### src/rtl/muldiv_pkg.sv
// Shared encodings for the multiply/divide unit: op codes, FSM states, decode helpers.
// Latency: n/a (types and pure functions only).
// Backpressure: n/a.
package muldiv_pkg;

  typedef enum logic [2:0] {
    OP_MULT  = 3'b000,
    OP_MULTU = 3'b001,
    OP_DIV   = 3'b010,
    OP_DIVU  = 3'b011,
    OP_MTHI  = 3'b100,
    OP_MTLO  = 3'b101
  } op_t;

  typedef enum logic [1:0] {
    ST_IDLE   = 2'd0,
    ST_RUN    = 2'd1,
    ST_FINISH = 2'd2
  } state_t;

  // True for the iterative ops (MULT, MULTU, DIV, DIVU); 1xx are moves or reserved.
  function automatic logic is_muldiv(input logic [2:0] op);
    return (op[2] == 1'b0);
  endfunction

  // True for the two-operand signed ops (MULT, DIV).
  function automatic logic is_signed_op(input logic [2:0] op);
    return (op == OP_MULT) || (op == OP_DIV);
  endfunction

endpackage

### src/rtl/muldiv_if.sv
// Pipeline-to-muldiv handshake bundle: request, operands, flush, status and HI/LO.
// Latency: n/a (wires only).
// Backpressure: pipeline must hold off mult/div and MFHI/MFLO while busy is high.
interface muldiv_if #(
  parameter int WIDTH = 32
);
  logic             start;
  logic [2:0]       op;
  logic [WIDTH-1:0] a;
  logic [WIDTH-1:0] b;
  logic             abort;
  logic             busy;
  logic             done;
  logic             div_zero;
  logic [WIDTH-1:0] hi;
  logic [WIDTH-1:0] lo;

  modport master (
    output start, op, a, b, abort,
    input  busy, done, div_zero, hi, lo
  );

  modport slave (
    input  start, op, a, b, abort,
    output busy, done, div_zero, hi, lo
  );
endinterface

### src/rtl/muldiv_datapath.sv
// Radix-2 iterative datapath: shift-add multiply and restoring shift-subtract divide on magnitudes.
// Latency: one step per cycle while step is high; WIDTH steps give a full result.
// Backpressure: none; the controller decides when to load and when to step.
module muldiv_datapath
  import muldiv_pkg::*;
#(
  parameter int WIDTH = 32
) (
  input  logic             clk,
  input  logic             rst_n,
  input  logic             load,
  input  logic             step,
  input  logic             is_div,
  input  logic [WIDTH-1:0] a_mag,
  input  logic [WIDTH-1:0] b_mag,
  output logic [WIDTH-1:0] acc,
  output logic [WIDTH-1:0] mq
);

  logic [WIDTH-1:0] acc_q;
  logic [WIDTH-1:0] mq_q;
  logic [WIDTH-1:0] opb_q;

  logic [WIDTH:0]   add_sum;
  logic [WIDTH:0]   rem_shift;
  logic [WIDTH:0]   trial;

  // Step arithmetic: conditional add of the multiplicand, or trial subtract of the divisor.
  always_comb begin
    add_sum   = {1'b0, acc_q} + {1'b0, (mq_q[0] ? opb_q : {WIDTH{1'b0}})};
    rem_shift = {acc_q, mq_q[WIDTH-1]};
    trial     = rem_shift - {1'b0, opb_q};
  end

  // Accumulator/remainder, multiplier/quotient shift register and operand B register.
  always_ff @(posedge clk or negedge rst_n) begin
    if (!rst_n) begin
      acc_q <= '0;
      mq_q  <= '0;
      opb_q <= '0;
    end else if (load) begin
      acc_q <= '0;
      mq_q  <= a_mag;
      opb_q <= b_mag;
    end else if (step) begin
      if (is_div) begin
        // A negative trial means the divisor did not fit: keep the shifted remainder.
        if (!trial[WIDTH]) begin
          acc_q <= trial[WIDTH-1:0];
          mq_q  <= {mq_q[WIDTH-2:0], 1'b1};
        end else begin
          acc_q <= rem_shift[WIDTH-1:0];
          mq_q  <= {mq_q[WIDTH-2:0], 1'b0};
        end
      end else begin
        {acc_q, mq_q} <= {add_sum, mq_q[WIDTH-1:1]};
      end
    end
  end

  assign acc = acc_q;
  assign mq  = mq_q;

endmodule

### src/rtl/muldiv_unit.sv
// MIPS-style HI/LO multiply/divide unit: controller FSM, iteration counter and HI/LO registers.
// Latency: WIDTH+1 cycles from the start edge to done for mult/div; MTHI/MTLO write next edge.
// Backpressure: busy high in RUN/FINISH; start is ignored while busy, abort cancels without writing.
module muldiv_unit
  import muldiv_pkg::*;
#(
  parameter int WIDTH = 32,
  parameter int CNT_W = $clog2(WIDTH) + 1
) (
  input  logic     clk,
  input  logic     rst_n,
  muldiv_if.slave  bus
);

  state_t           state;
  logic [CNT_W-1:0] cnt;
  logic             is_div_q;
  logic             sign_a_q;
  logic             sign_b_q;
  logic             b_zero_q;
  logic [WIDTH-1:0] a_q;
  logic [WIDTH-1:0] hi_q;
  logic [WIDTH-1:0] lo_q;
  logic             busy_q;
  logic             done_q;
  logic             div_zero_q;

  logic             sign_a_in;
  logic             sign_b_in;
  logic [WIDTH-1:0] a_mag;
  logic [WIDTH-1:0] b_mag;
  logic             go;
  logic             run_step;

  logic [WIDTH-1:0]   dp_acc;
  logic [WIDTH-1:0]   dp_mq;
  logic [2*WIDTH-1:0] prod_fix;
  logic [WIDTH-1:0]   quo_fix;
  logic [WIDTH-1:0]   rem_fix;
  logic [WIDTH-1:0]   res_hi;
  logic [WIDTH-1:0]   res_lo;

  // Request decode: operand magnitudes for signed ops and the load/step strobes.
  always_comb begin
    sign_a_in = is_signed_op(bus.op) & bus.a[WIDTH-1];
    sign_b_in = is_signed_op(bus.op) & bus.b[WIDTH-1];
    a_mag     = sign_a_in ? -bus.a : bus.a;
    b_mag     = sign_b_in ? -bus.b : bus.b;
    go        = (state == ST_IDLE) && bus.start && !bus.abort && is_muldiv(bus.op);
    run_step  = (state == ST_RUN) && !bus.abort;
  end

  muldiv_datapath #(
    .WIDTH (WIDTH)
  ) u_datapath (
    .clk    (clk),
    .rst_n  (rst_n),
    .load   (go),
    .step   (run_step),
    .is_div (is_div_q),
    .a_mag  (a_mag),
    .b_mag  (b_mag),
    .acc    (dp_acc),
    .mq     (dp_mq)
  );

  // Sign correction and divide-by-zero override of the raw magnitude result.
  always_comb begin
    prod_fix = (sign_a_q ^ sign_b_q) ? -{dp_acc, dp_mq} : {dp_acc, dp_mq};
    quo_fix  = (sign_a_q ^ sign_b_q) ? -dp_mq : dp_mq;
    rem_fix  = sign_a_q ? -dp_acc : dp_acc;
    if (is_div_q) begin
      if (b_zero_q) begin
        res_hi = a_q;
        res_lo = {WIDTH{1'b1}};
      end else begin
        res_hi = rem_fix;
        res_lo = quo_fix;
      end
    end else begin
      {res_hi, res_lo} = prod_fix;
    end
  end

  // Controller FSM with counter, latched op context, HI/LO and registered status outputs.
  always_ff @(posedge clk or negedge rst_n) begin
    if (!rst_n) begin
      state      <= ST_IDLE;
      cnt        <= '0;
      is_div_q   <= 1'b0;
      sign_a_q   <= 1'b0;
      sign_b_q   <= 1'b0;
      b_zero_q   <= 1'b0;
      a_q        <= '0;
      hi_q       <= '0;
      lo_q       <= '0;
      busy_q     <= 1'b0;
      done_q     <= 1'b0;
      div_zero_q <= 1'b0;
    end else begin
      done_q     <= 1'b0;
      div_zero_q <= 1'b0;
      case (state)
        ST_IDLE: begin
          if (go) begin
            state    <= ST_RUN;
            cnt      <= CNT_W'(WIDTH);
            is_div_q <= (bus.op == OP_DIV) || (bus.op == OP_DIVU);
            sign_a_q <= sign_a_in;
            sign_b_q <= sign_b_in;
            b_zero_q <= (bus.b == '0);
            a_q      <= bus.a;
            busy_q   <= 1'b1;
          end else if (bus.start && !bus.abort) begin
            // Moves complete in one edge; reserved codes fall through untouched.
            if (bus.op == OP_MTHI) hi_q <= bus.a;
            if (bus.op == OP_MTLO) lo_q <= bus.a;
          end
        end
        ST_RUN: begin
          if (bus.abort) begin
            state  <= ST_IDLE;
            cnt    <= '0;
            busy_q <= 1'b0;
          end else begin
            cnt <= cnt - 1'b1;
            if (cnt == CNT_W'(1)) state <= ST_FINISH;
          end
        end
        ST_FINISH: begin
          state  <= ST_IDLE;
          busy_q <= 1'b0;
          if (!bus.abort) begin
            hi_q       <= res_hi;
            lo_q       <= res_lo;
            done_q     <= 1'b1;
            div_zero_q <= is_div_q & b_zero_q;
          end
        end
        default: begin
          state  <= ST_IDLE;
          busy_q <= 1'b0;
        end
      endcase
    end
  end

  assign bus.busy     = busy_q;
  assign bus.done     = done_q;
  assign bus.div_zero = div_zero_q;
  assign bus.hi       = hi_q;
  assign bus.lo       = lo_q;

endmodule

### src/flat_wrapper.sv
// flat-port wrapper written by rule: the top's interface ports become plain ports
module muldiv_unit_flat import muldiv_pkg::*;
#(
  parameter int WIDTH = 32,
  parameter int CNT_W = $clog2(WIDTH) + 1
)
  (clk, rst_n, bus_start, bus_op, bus_a, bus_b, bus_abort, bus_busy, bus_done, bus_div_zero, bus_hi, bus_lo);
  muldiv_if #(.WIDTH(WIDTH)) bus_i ();
  input  logic clk;
  input  logic rst_n;
  input wire logic [$bits(bus_i.start)-1:0] bus_start;
  input wire logic [$bits(bus_i.op)-1:0] bus_op;
  input wire logic [$bits(bus_i.a)-1:0] bus_a;
  input wire logic [$bits(bus_i.b)-1:0] bus_b;
  input wire logic [$bits(bus_i.abort)-1:0] bus_abort;
  output wire logic [$bits(bus_i.busy)-1:0] bus_busy;
  output wire logic [$bits(bus_i.done)-1:0] bus_done;
  output wire logic [$bits(bus_i.div_zero)-1:0] bus_div_zero;
  output wire logic [$bits(bus_i.hi)-1:0] bus_hi;
  output wire logic [$bits(bus_i.lo)-1:0] bus_lo;
  assign bus_i.start = bus_start;
  assign bus_i.op = bus_op;
  assign bus_i.a = bus_a;
  assign bus_i.b = bus_b;
  assign bus_i.abort = bus_abort;
  assign bus_busy = bus_i.busy;
  assign bus_done = bus_i.done;
  assign bus_div_zero = bus_i.div_zero;
  assign bus_hi = bus_i.hi;
  assign bus_lo = bus_i.lo;
  muldiv_unit #(.WIDTH(WIDTH), .CNT_W(CNT_W)) u_core (.clk(clk), .rst_n(rst_n), .bus(bus_i));
endmodule
### config.mk
export PLATFORM = sky130hd
export DESIGN_NAME = muldiv_unit_flat
export DESIGN_NICKNAME = d
export VERILOG_FILES = /design/src/rtl/muldiv_pkg.sv /design/src/rtl/muldiv_if.sv /design/src/rtl/muldiv_datapath.sv /design/src/rtl/muldiv_unit.sv /design/src/flat_wrapper.sv
export SDC_FILE = /design/constraint.sdc
export NUM_CORES = 1
export LEC_CHECK = 0
export BUFFER_PORTS_ARGS = -buffer_cell sky130_fd_sc_hd__buf_4
export CORE_ASPECT_RATIO = 1.25
export CORE_MARGIN = 8
export CORE_UTILIZATION = 25
export DETAILED_ROUTE_END_ITERATION = 7
export PLACE_DENSITY_LB_ADDON = 0.2
export SETUP_SLACK_MARGIN = 0.15
export SYNTH_ARGS = -nofsm -noshare
export SYNTH_HDL_FRONTEND = slang
export SYNTH_HIERARCHICAL = 1
export SYNTH_SLANG_ARGS = --single-unit
export TNS_END_PERCENT = 20
### constraint.sdc
create_clock -name clk -period 4 [get_ports clk]
set_input_delay 0.6 -clock clk [delete_from_list [all_inputs] [get_ports clk]]
set_output_delay 0.6 -clock clk [all_outputs]
set_load 0.02 [all_outputs]
== Word-level counts from Yosys, hierarchy flattened ==
Index checks and enable logic that the tools add are counted.

* Register bits: 207
* Input port bits: 71
* Output and inout port bits: 67
* Logic and storage cells: 105

* Add/sub/neg operators: 8
* Equal/unequal tests: 15
* Multiplexer cells: 42
* Bitwise gates (word level): 5
* Reductions and logical operators: 20

{| class="wikitable"
|+ Operator list
! operator !! count
|-
| $mux W32 || 24
|-
| $neg A32 Y32 || 4
|-
| $pmux W32 S2 || 2
|-
| $mux W64 || 1
|-
| $neg A64 Y64 || 1
|-
| $add A32 B32 Y33 || 1
|-
| $sub A33 B32 Y33 || 1
|-
| $logic_not A32 Y1 || 1
|-
| $mux W6 || 2
|-
| $ne A2 B2 Y1 const B || 6
|-
| $pmux W6 S2 || 1
|-
| $reduce_and A5 Y1 || 2
|-
| $reduce_and A2 Y1 || 4
|-
| $mux W1 || 7
|-
| $eq A3 B2 Y1 const B || 2
|-
| $eq A3 B3 Y1 const B || 2
|-
| $eq A6 B1 Y1 const B || 1
|-
| $mux W2 || 3
|-
| $reduce_bool A2 Y1 || 3
|-
| $sub A6 B1 Y6 const B || 1
|-
| $logic_and A1 B1 Y1 || 5
|-
| $pmux W2 S2 || 1
|-
| $and A1 B1 Y1 || 3
|-
| $logic_not A3 Y1 || 1
|-
| 10 further kinds || 11
|}

== Depth between registers and ports, before layout ==
Gate-level depths: netlist (run 1).

* Word-level depth: 6
* Gate-level depth with buffers: 15
* Depth with buffers taken out: 14

== Cells and area by module ==
Netlist (run 1), hierarchy kept.

{| class="wikitable"
|+ By module, submodules not included
! module !! instances !! cells an instance !! area each (sq um) !! seq. area each (sq um)
|-
| muldiv_unit || 1 || 1155 || 9112.5 || 2777.7
|-
| muldiv_datapath || 1 || 1036 || 8141.6 || 2402.3
|}

== Worst setup path before layout (run 1) ==
OpenSTA, ideal clock, no wires.

* Path kind: reg-to-reg
* Start point: reg u_core.u_datapath.mq_q[0], in the netlist u_core/u_datapath/mq[0]
* End point: reg u_core.u_datapath.acc_q[31], in the netlist u_core/u_datapath/acc[31]
* Library setup time: 0.120 ns
* Data arrival time: 3.321 ns
* Setup slack: 0.559 ns
* Cell stages (with the launch flop): 16
* Path buffers: 1
* Path through: dfrtp_1 clkbuf_1 and2_1 ha_1 inv_1 fa_1 nor2b_1 o311ai_0 a21o_1 a21oi_1 or4b_2 nand2_1 o21ai_0 a221oi_1 o21ai_0 and3_1

* Longest elaborated chain between the ends: 5

{| class="wikitable"
|+ Ends and longest elaborated chain
! what !! line !! source
|-
| start, declared || muldiv_datapath.sv:21 || <nowiki>logic [WIDTH-1:0] mq_q;</nowiki>
|-
| start signal, assigned || muldiv_datapath.sv:43 || <nowiki>mq_q <= a_mag;</nowiki>
|-
| start signal, assigned || muldiv_datapath.sv:50 || <nowiki>mq_q <= {mq_q[WIDTH-2:0], 1'b1};</nowiki>
|-
| start signal, assigned || muldiv_datapath.sv:53 || <nowiki>mq_q <= {mq_q[WIDTH-2:0], 1'b0};</nowiki>
|-
| $mux W32 || muldiv_datapath.sv:30 || <nowiki>add_sum = {1'b0, acc_q} + {1'b0, (mq_q[0] ? opb_q : {WIDTH{1'b0}})};</nowiki>
|-
| $add A32 B32 Y33 || muldiv_datapath.sv:30 ||
|-
| $mux W32 || muldiv_datapath.sv:46 || <nowiki>if (is_div) begin</nowiki>
|-
| $mux W32 || muldiv_datapath.sv:45 || <nowiki>end else if (step) begin</nowiki>
|-
| $mux W32 || muldiv_datapath.sv:41 || <nowiki>end else if (load) begin</nowiki>
|-
| end signal, assigned || muldiv_datapath.sv:49 || <nowiki>acc_q <= trial[WIDTH-1:0];</nowiki>
|-
| end signal, assigned || muldiv_datapath.sv:52 || <nowiki>acc_q <= rem_shift[WIDTH-1:0];</nowiki>
|-
| end signal, assigned || muldiv_datapath.sv:56 || <nowiki>{acc_q, mq_q} <= {add_sum, mq_q[WIDTH-1:1]};</nowiki>
|-
| end, declared || muldiv_datapath.sv:20 || <nowiki>logic [WIDTH-1:0] acc_q;</nowiki>
|}

No other way between the ends. The select of a mux whose other input is x is not followed.
A chain may end at the register's enable or synchronous reset.

== Worst setup path after layout (run 1) ==
* Start point: reg u_core.u_datapath.acc_q[26], in the netlist u_core/u_datapath/acc[26]
* End point: reg u_core.u_datapath.acc_q[3], in the netlist u_core/u_datapath/acc[3]

* Longest elaborated chain between the ends: 5

{| class="wikitable"
|+ Ends and longest elaborated chain
! what !! line !! source
|-
| $sub A33 B32 Y33 || muldiv_datapath.sv:32 || <nowiki>trial = rem_shift - {1'b0, opb_q};</nowiki>
|-
| $mux W32 || muldiv_datapath.sv:48 || <nowiki>if (!trial[WIDTH]) begin</nowiki>
|-
| $mux W32 || muldiv_datapath.sv:46 ||
|-
| $mux W32 || muldiv_datapath.sv:45 ||
|-
| $mux W32 || muldiv_datapath.sv:41 ||
|}

No other way between the ends. The select of a mux whose other input is x is not followed.

==> impl_summary.log, run 1 <==
INFO  metric timing.critical_path.from = u_core/u_datapath/acc[26]
INFO  metric final.period_utilization = 90.18%
INFO  metric critPathBufInv = 1
INFO  metric category_of_cells_accounting_for_the_largest_share_of_critical_path_delay = compound AO/OA/AOI/OAI gates
INFO  metric min_path_type = input port to asynchronous set/reset pin
INFO  metric unrepaired_setup_endpoints_after_global_routing = true
INFO  metric postSynthRegisterBits = 207
INFO  metric clockPowerShare = 17.2%
INFO  metric required = 4.41 ns
INFO  metric yosys_warnings = 6
INFO  metric count_of_final_max_slew_check_failures = 0
INFO  metric post_route_cells_drive_above_1_share = 15.10%
INFO  metric grt_first_pass_wirelength = 112.0 mm
INFO  metric worstPathCellList = ha_1 > a21o_1 > a21oi_2 > nor2b_1 > or4_1 > a221o_1 > a31oi_4 > xnor2_2 > buf_12 > mux2_2 > a21oi_1 > a211oi_1
INFO  metric detailroute.via_count = 17.50k
INFO  metric syn-num-nets = 2334
INFO  metric floorplan.io_pins = 138
INFO  metric synth_top_family_by_area = compound AO/OA/AOI/OAI gates
INFO  metric worst_setup_path_start_kind = flip-flop
INFO  metric htree_num_levels = 1
INFO  metric synth_compound_area_share = 24.56%
INFO  metric switching_share = 48.50%
INFO  metric syn_area = 0.01725 mm²
INFO  metric grt_max_degree = 101
INFO  metric finalWirelength = 74.36 mm
INFO  metric postPlaceCellArea = 0.01966 mm²
INFO  metric grtUsageTotal = 18.47%
INFO  metric worst_skew_pair.late_latency = 0.57 ns
INFO  metric cts_tree = done
INFO  metric power_density = 736.9 mW/mm²
INFO  metric report.final.setup_viol = 0
INFO  metric crit_slowest_cell = sky130_fd_sc_hd__or4_1
INFO  metric critPathMaxFanout = 29
INFO  metric worstReg2RegStart = u_core/u_datapath/acc[26]
INFO  metric post_synth.cell_area_avg = 7.875 µm²
INFO  metric postCtsHoldBufs = 0
INFO  metric async_flop_share = 100.0%
INFO  metric nFillCells = 7374
INFO  metric die_y = 309.7 µm
INFO  metric worstMarginPinSlew = 1.203 ns
INFO  metric timing_worst_setup_path_type = flip-flop to flip-flop
INFO  metric maxSlewHeadroom = 19.74%
INFO  metric floorplan.rows = 107
INFO  metric maxCapViolCount = 0
INFO  metric p_int = 7.814 mW
INFO  metric cts_sinks = 207
INFO  metric final_hold_viol_count = 0
INFO  metric pre_cts_slack = 0.1453 ns
INFO  metric synth_xor_xnor_area_share = 8.477%
INFO  metric grt_overflow_total = 0
INFO  metric run_status = finished, final reports clean
INFO  metric fin_util = 30.15%
INFO  metric synthDistinctLibCells = 86
INFO  metric p_leak = 8.562 nW
INFO  metric sum_of_negative_setup_slack = 0 ns
INFO  metric max_stage_delay = 0.47 ns
INFO  metric holdWs = 0.1302 ns
INFO  metric first_global_vias = 17.50k
INFO  metric ctsLongestPathBuffers = 3
INFO  metric path_clk_slew = 0.07 ns
INFO  metric tritoncts.num_buffers = 26
INFO  metric pwr-share-seq = 24.1%
INFO  metric critical_path.endpoint_type = flip-flop
INFO  metric floorplan.initialDensity = 25.27%
INFO  metric post_synth_mux_area_share = 5.207%
INFO  metric drtAntennaViolNets = 0
INFO  metric cts-root-buf = sky130_fd_sc_hd__clkbuf_16
INFO  metric detailed_placement_hpwl = 56.45 mm
INFO  metric switchingPower = 7.357 mW
INFO  metric peakVddDrop = 0.6246 mV
INFO  metric fp.coreArea = 0.06828 mm²
INFO  metric detail_route.iter0.violations = 1447
INFO  metric place.port_buffers = 137
INFO  metric critPathArrivalTime = 4.02 ns
INFO  metric vias_per_cell = 5.449
INFO  metric finalWorstSetupSlack = 0.3928 ns
INFO  metric post-cts-setup-buffers = 0
INFO  metric synth_sequential_area_ratio = 30.02%
INFO  metric share_comb_of_total_power = 58.8%
INFO  metric synth_ff_type = sky130_fd_sc_hd__dfrtp_1
INFO  metric synthAdderAreaFrac = 5.308%
INFO  metric fin_area = 0.02059 mm²
INFO  metric detail_route.wl_per_cell = 23.16 µm
INFO  metric fmaxAchievable = 277.2 MHz
INFO  metric synth-simple-area-share = 21.75%
INFO  metric grt_antenna_before_repair = 1
INFO  metric clock-skew-final = 0.02032 ns
INFO  metric die_area = 0.07773 mm²
INFO  metric layout-area-overhead-vs-synth = 19.32%
INFO  metric gpl.final_weighted_congestion = 0.9247
INFO  metric finalCriticalPeriod = 3.607 ns
INFO  metric synthCells = 2191
INFO  metric drt_first_pass_iters = 6
INFO  metric synth-edff-count = 0
INFO  metric final_net_count = 2463
INFO  metric die_w = 251.0 µm
INFO  metric drt_drc_violations_left = 0
[synth_stat cells (all sizes together), types with 5 or more instances]
| cell type | instances | share of area (%) |
|---|---|---|
| nand2 | 289 | 6.3 |
| o21ai | 243 | 7.1 |
| dfrtp | 207 | 30 |
| a21oi | 153 | 4.5 |
| nor2 | 147 | 3.2 |
| clkbuf | 115 | 2.5 |
| xnor2 | 98 | 5.0 |
| inv | 77 | 1.7 |
| ha | 70 | 5.1 |
| xor2 | 69 | 3.5 |
| nor3 | 59 | 1.7 |
| mux2i | 50 | 2.9 |
| and2 | 42 | 1.5 |
| nor4 | 42 | 1.7 |
| mux2 | 35 | 2.3 |
| o22ai | 34 | 1.2 |
| nand4 | 33 | 1.2 |
| nand3 | 32 | 0.96 |
| a31oi | 30 | 1.2 |
| a21o | 27 | 1.2 |
| or4 | 25 | 1.2 |
| o31ai | 24 | 1.0 |
| o211ai | 20 | 0.87 |
| or3 | 20 | 0.75 |
| a211oi | 19 | 0.83 |
| nand2b | 19 | 0.69 |
| buf | 18 | 0.50 |
| and3 | 14 | 0.51 |
| nor2b | 13 | 0.47 |
| o311ai | 12 | 0.61 |
| o21bai | 11 | 0.48 |
| o41ai | 10 | 0.51 |
| a22oi | 9 | 0.39 |
| or2 | 9 | 0.33 |
| a221oi | 8 | 0.41 |
| o221ai | 8 | 0.41 |
| a221o | 7 | 0.41 |
| a41oi | 7 | 0.36 |
| nor3b | 7 | 0.30 |
| a311oi | 6 | 0.30 |
| o2111ai | 6 | 0.30 |
| o21a | 6 | 0.26 |
| o31a | 5 | 0.25 |
[timing repair]
| action | 4_1_cts | 5_1_grt |
|---|---|---|
| pin swaps | 0 | 1 |
| setup endpoints to repair | 2 | 6 |
| resized for setup | 1 | 5 |
| gates cloned | 0 | 0 |
[metal layers]
layer	vias up	routed length [µm]	global-route usage, %
met4	0	3639	8.846
met3	128	4206	2.210
met1	8508	31370	23.36
li1	8244	-	-
met2	617	35140	31.16
met5	-	0	0
[power groups by stage]
stage | combinational [mW] | sequential, mW | clock [mW]
floorplan | 5.42 | 3.74 | 0
global placement | 8.76 | 3.67 | 0
detailed placement | 8.79 | 3.67 | 0
CTS | 8.83 | 3.64 | 2.67
global route | 9.71 | 3.76 | 2.75
finish | 8.91 | 3.65 | 2.61
[cell families after synthesis]
group | Yosys count
multiplexers | 85
AND/OR/NAND/NOR | 770
flip-flops | 207
buffers and inverters | 210
AO/OA/AOI/OAI | 680
adder cells (fa/ha/maj) | 72
XOR/XNOR | 167
[final timing paths]
check / endpoint / slack, ns / cells past startpoint
min reg2reg: u_core/bus.lo[5] / 0.48 / 2
min in group clk: u_core/b_zero_q / 0.26 / 2
max in group asynchronous: u_core/u_datapath/opb_q[30] / 2.89 / 2
max reg2reg: u_core/u_datapath/acc[3] / 0.39 / 12
min: u_core/u_datapath/mq[25] / 0.13 / 1
max: u_core/u_datapath/acc[3] / 0.39 / 12
[per-stage QoR]
step | total power [mW] | std cells
CTS | 15.15 | 3210
global placement | 12.43 | 3164
floorplan | 9.162 | 2191
finish | 15.17 | 3211
global route | 16.21 | 3210
detailed placement | 12.46 | 3164
[sequential cells by signal (all words and copies together), names as in the netlist]
name,count
u_core/bus.done,1
u_core/sign_b_q,1
u_core/b_zero_q,1
u_core/bus.lo,32
u_core/bus.busy,1
u_core/u_datapath/opb_q,32
u_core/bus.div_zero,1
u_core/u_datapath/acc,32
u_core/cnt,6
u_core/is_div_q,1
u_core/sign_a_q,1
u_core/u_datapath/mq,32
u_core/bus.hi,32
u_core/state,2
u_core/a_q,32
[cell usage in the layout, fill, tap and decap left out, drive strengths merged, types with 10 or more instances in the layout]
| master | Yosys | layout |
|---|---|---|
| a211oi | 19 | 19 |
| a21o | 27 | 27 |
| a21oi | 153 | 153 |
| a31oi | 30 | 30 |
| and2 | 42 | 42 |
| and3 | 14 | 14 |
| buf | 18 | 234 |
| clkbuf | 115 | 35 |
| dfrtp | 207 | 207 |
| ha | 70 | 70 |
| inv | 77 | 77 |
| mux2 | 35 | 35 |
| mux2i | 50 | 50 |
| nand2 | 289 | 289 |
| nand2b | 19 | 19 |
| nand3 | 32 | 32 |
| nand4 | 33 | 33 |
| nor2 | 147 | 147 |
| nor2b | 13 | 13 |
| nor3 | 59 | 59 |
| nor4 | 42 | 42 |
| o211ai | 20 | 20 |
| o21ai | 243 | 243 |
| o21bai | 11 | 11 |
| o22ai | 34 | 34 |
| o311ai | 12 | 12 |
| o31ai | 24 | 24 |
| o41ai | 10 | 10 |
| or3 | 20 | 20 |
| or4 | 25 | 25 |
| xnor2 | 98 | 98 |
| xor2 | 69 | 69 |
[final cells by class]
type	count	area [µm²]	share of cell area [%]
Multi-Input combinational cell	1774	11320	54.97
Sequential cell	207	5185	25.19
Timing Repair Buffer	234	1789	8.691
Tap cell	872	1091	5.300
Clock buffer	35	745.7	3.622
Inverter	77	291.5	1.416
Clock inverter	11	165.2	0.8022
Antenna cell	1	2.502	0.01216
Note: power is estimated with default switching activity, not from simulation.
==> inputs of run 2 (changes only) <==
--- a/config.mk
+++ b/config.mk
@@ -5,11 +5,12 @@
 export SDC_FILE = /design/constraint.sdc
 export NUM_CORES = 1
 export LEC_CHECK = 0
-export BUFFER_PORTS_ARGS = -buffer_cell sky130_fd_sc_hd__buf_4
+export BUFFER_PORTS_ARGS = -buffer_cell sky130_fd_sc_hd__buf_2
 export CORE_ASPECT_RATIO = 1.25
 export CORE_MARGIN = 8
 export CORE_UTILIZATION = 25
 export DETAILED_ROUTE_END_ITERATION = 7
+export HOLD_SLACK_MARGIN = 0.1
 export PLACE_DENSITY_LB_ADDON = 0.2
 export SETUP_SLACK_MARGIN = 0.15
 export SYNTH_ARGS = -nofsm -noshare
==> run 2 against run 1 <==
Compared with the run above: power decreased by 1.5%; via count is 0.30% lower; critical path depth increased by 3; clock skew is 0.0036 ns lower; critical endpoint is now u_core/u_datapath/acc[31]; largest cell class unchanged.
==> impl_summary.log, run 2 (synthesized netlist as in run 1, its figures left out) <==
INFO  metric worst_setup_path_start_kind = flip-flop
INFO  metric timing_worst_setup_path_type = flip-flop to flip-flop
INFO  metric critPathArrivalTime = 4.16 ns (+0.14 ns)
INFO  metric path_clk_slew = 0.06 ns (about the same)
INFO  metric grt_first_pass_wirelength = 111.0 mm (-0.95%)
INFO  metric met3WireLength = 3.976 mm (-5.5%)
INFO  metric htree_num_levels = 1 (unchanged)
INFO  metric critical_path.endpoint_type = flip-flop
INFO  metric p_leak = 8.475 nW (-1.0%)
INFO  metric maxCapViolCount = 0 (unchanged)
INFO  metric detail_route.wl_per_cell = 23.16 µm (about the same)
INFO  metric die_y = 309.7 µm (unchanged)
INFO  metric grt_overflow_total = 0 (unchanged)
INFO  metric report.final.setup_viol = 0 (unchanged)
INFO  metric power_density = 737.8 mW/mm² (+0.12%)
INFO  metric detail_route.iter0.violations = 1313 (-9.3%)
INFO  metric dr.max_layer_used = met4
INFO  metric tritoncts.num_buffers = 27 (+3.8%)
INFO  metric final.period_utilization = 92.81% (+2.6 points)
INFO  metric cts-root-buf = sky130_fd_sc_hd__clkbuf_16
INFO  metric peakVddDrop = 0.3674 mV (-41%)
INFO  metric timing.critical_path.from = u_core/u_datapath/mq[0]
INFO  metric ff2ff_path_depth = 15 (+3)
INFO  metric finalWirelength = 74.43 mm (about the same)
INFO  metric fp.coreArea = 0.06828 mm² (unchanged)
INFO  metric detailed_placement_hpwl = 56.31 mm (-0.26%)
INFO  metric grt_antenna_before_repair = 1 (unchanged)
INFO  metric run_status = finished, final reports clean
INFO  metric detailroute.via_count = 17.45k (-0.30%)
INFO  metric required = 4.45 ns (+0.04 ns)
INFO  metric drtAntennaViolNets = 0 (unchanged)
INFO  metric vias_per_cell = 5.430 (-0.36%)
INFO  metric post-cts-setup-buffers = 0 (unchanged)
INFO  metric postCtsHoldBufs = 0 (unchanged)
INFO  metric sum_of_negative_setup_slack = 0 ns (unchanged)
INFO  metric layout-area-overhead-vs-synth = 17.40%
INFO  metric place.port_buffers = 137 (unchanged)
INFO  metric worstReg2RegStart = u_core/u_datapath/mq[0]
INFO  metric met2_wirelength = 34.87 mm (-0.76%)
INFO  metric floorplan.initialDensity = 25.27% (unchanged)
INFO  metric drt_first_pass_iters = 5 (-1)
INFO  metric final_net_count = 2464 (+0.041%)
INFO  metric worstMarginPinSlew = 1.088 ns (-0.1145 ns)
INFO  metric clock-skew-final = 0.01667 ns (-0.003643 ns)
INFO  metric most-common-layout-cells = sky130_fd_sc_hd__nand2_1, sky130_fd_sc_hd__o21ai_0, sky130_fd_sc_hd__dfrtp_1, sky130_fd_sc_hd__a21oi_1, sky130_fd_sc_hd__nor2_1
INFO  metric min_path_type = input port to asynchronous set/reset pin
INFO  metric worst_skew_pair.late_latency = 0.57 ns (about the same)
INFO  metric gpl.final_weighted_congestion = 0.9520 (+3.0%)
INFO  metric drt_drc_violations_left = 0 (unchanged)
INFO  metric cts_tree = done
INFO  metric final-instance-count-excl-fill = 3213 (+0.062%)
INFO  metric ctsLongestPathBuffers = 3 (unchanged)
INFO  metric first_global_vias = 17.36k (-0.78%)
INFO  metric critPathMaxFanout = 9 (-69%)
INFO  metric count_of_final_max_slew_check_failures = 0 (unchanged)
INFO  metric final_common_cell = sky130_fd_sc_hd__nand2_1
INFO  metric grt_max_degree = 91 (-9.9%)
INFO  metric fmaxAchievable = 269.4 MHz (-2.8%)
INFO  metric antenna_cells = 0 (-1)
INFO  metric finalCriticalPeriod = 3.712 ns (+0.1053 ns)
INFO  metric place.detailed.instances = 3164 (unchanged)
INFO  metric unrepaired_setup_endpoints_after_global_routing = true
INFO  metric maxSlewHeadroom = 27.38% (+7.6 points)
INFO  metric grtUsageTotal = 18.40% (-0.071 points)
INFO  metric die_w = 251.0 µm (unchanged)
INFO  metric route.layer.met1.wl = 31.67 mm (+0.95%)
INFO  metric die_area = 0.07773 mm² (unchanged)
INFO  metric floorplan.io_pins = 138 (unchanged)
INFO  metric cts_sinks = 207 (unchanged)
INFO  metric floorplan.rows = 107 (unchanged)
INFO  metric post_route_cells_drive_above_1_share = 15.16% (+0.066 points)
INFO  metric final_hold_viol_count = 0 (unchanged)
[run 2: changes by cell type in the layout (fill, tap and decap cells not counted), sizes merged]
cell / delta
clkbuf: +1
clkinv: +4
clkinvlp: -3
diode: -1
inv: +1
[run 2: final cells by class]
class,instances,area (µm²)
tap,872,1091
clock buffer,36,739.5
multi-input combinational,1774,11320
clock inverter,13,181.4
sequential,207,5185
inverter,77,291.5
fill,7350,48020
timing repair buffer,234,1449
[run 2: path summary, 6_finish.rpt]
path,endpoint,slack [ns]
worst max-delay path,u_core/u_datapath/acc[31],0.29
worst min-delay path,u_core/u_datapath/acc[6],0.03
worst max register to register,u_core/u_datapath/acc[31],0.29
worst min register to register,u_core/bus.lo[6],0.47
max in group asynchronous,u_core/a_q[15],2.95
min in group clk,u_core/is_div_q,0.29
[run 2: metrics by stage]
stage	setup WS [ns]	util, %	area [µm²]	total power [mW]	hold WS [ns]
6_report	0.2876	29.67	20260	14.95	0.03119
5_1_grt	0.1169	29.67	20260	15.95	0.1222
4_1_cts	0.2260	29.65	20250	14.94	0.1139
3_5_place_dp	0.08140	28.29	19320	12.22	0.4641
3_3_place_gp	0.1251	28.29	19320	12.23	0.4601
2_1_floorplan	0.5594	-	17250	9.162	0.3044
[run 2: layer usage]
metal,global-route usage (%),up-vias
li1,-,8257
met1,23.25,8443
met2,31.21,612
met3,1.792,133
met4,9.185,0
met5,0,-
[run 2: timing repair]
| action | in CTS | in global routing |
|---|---|---|
| pin swaps | 0 | 1 |
| gates resized for setup | 2 | 3 |
| setup endpoints to repair | 2 | 9 |
[run 2: power by group]
group,internal (mW),leakage (nW),switching (mW),total [mW]
registers,2.78,2.56,0.872,3.65
clock network,1.56,0.452,1.05,2.60
logic,3.30,5.46,5.40,8.69
total,7.63,8.48,7.31,14.9
[run 2: critical path, stage by stage (launching register included)]
cell and delay [ns]:
sky130_fd_sc_hd__dfrtp_2 0.49, sky130_fd_sc_hd__and2_1 0.17, sky130_fd_sc_hd__ha_1 0.21, sky130_fd_sc_hd__inv_1 0.08, sky130_fd_sc_hd__fa_1 0.21, sky130_fd_sc_hd__nor2b_1 0.08, sky130_fd_sc_hd__o311ai_0 0.30, sky130_fd_sc_hd__buf_4 0.18
sky130_fd_sc_hd__a21o_1 0.15, sky130_fd_sc_hd__a21oi_1 0.12, sky130_fd_sc_hd__or4b_2 0.71, sky130_fd_sc_hd__nand2_1 0.14, sky130_fd_sc_hd__o21ai_1 0.15, sky130_fd_sc_hd__a221oi_2 0.32, sky130_fd_sc_hd__o21ai_0 0.13, sky130_fd_sc_hd__and3_1 0.15
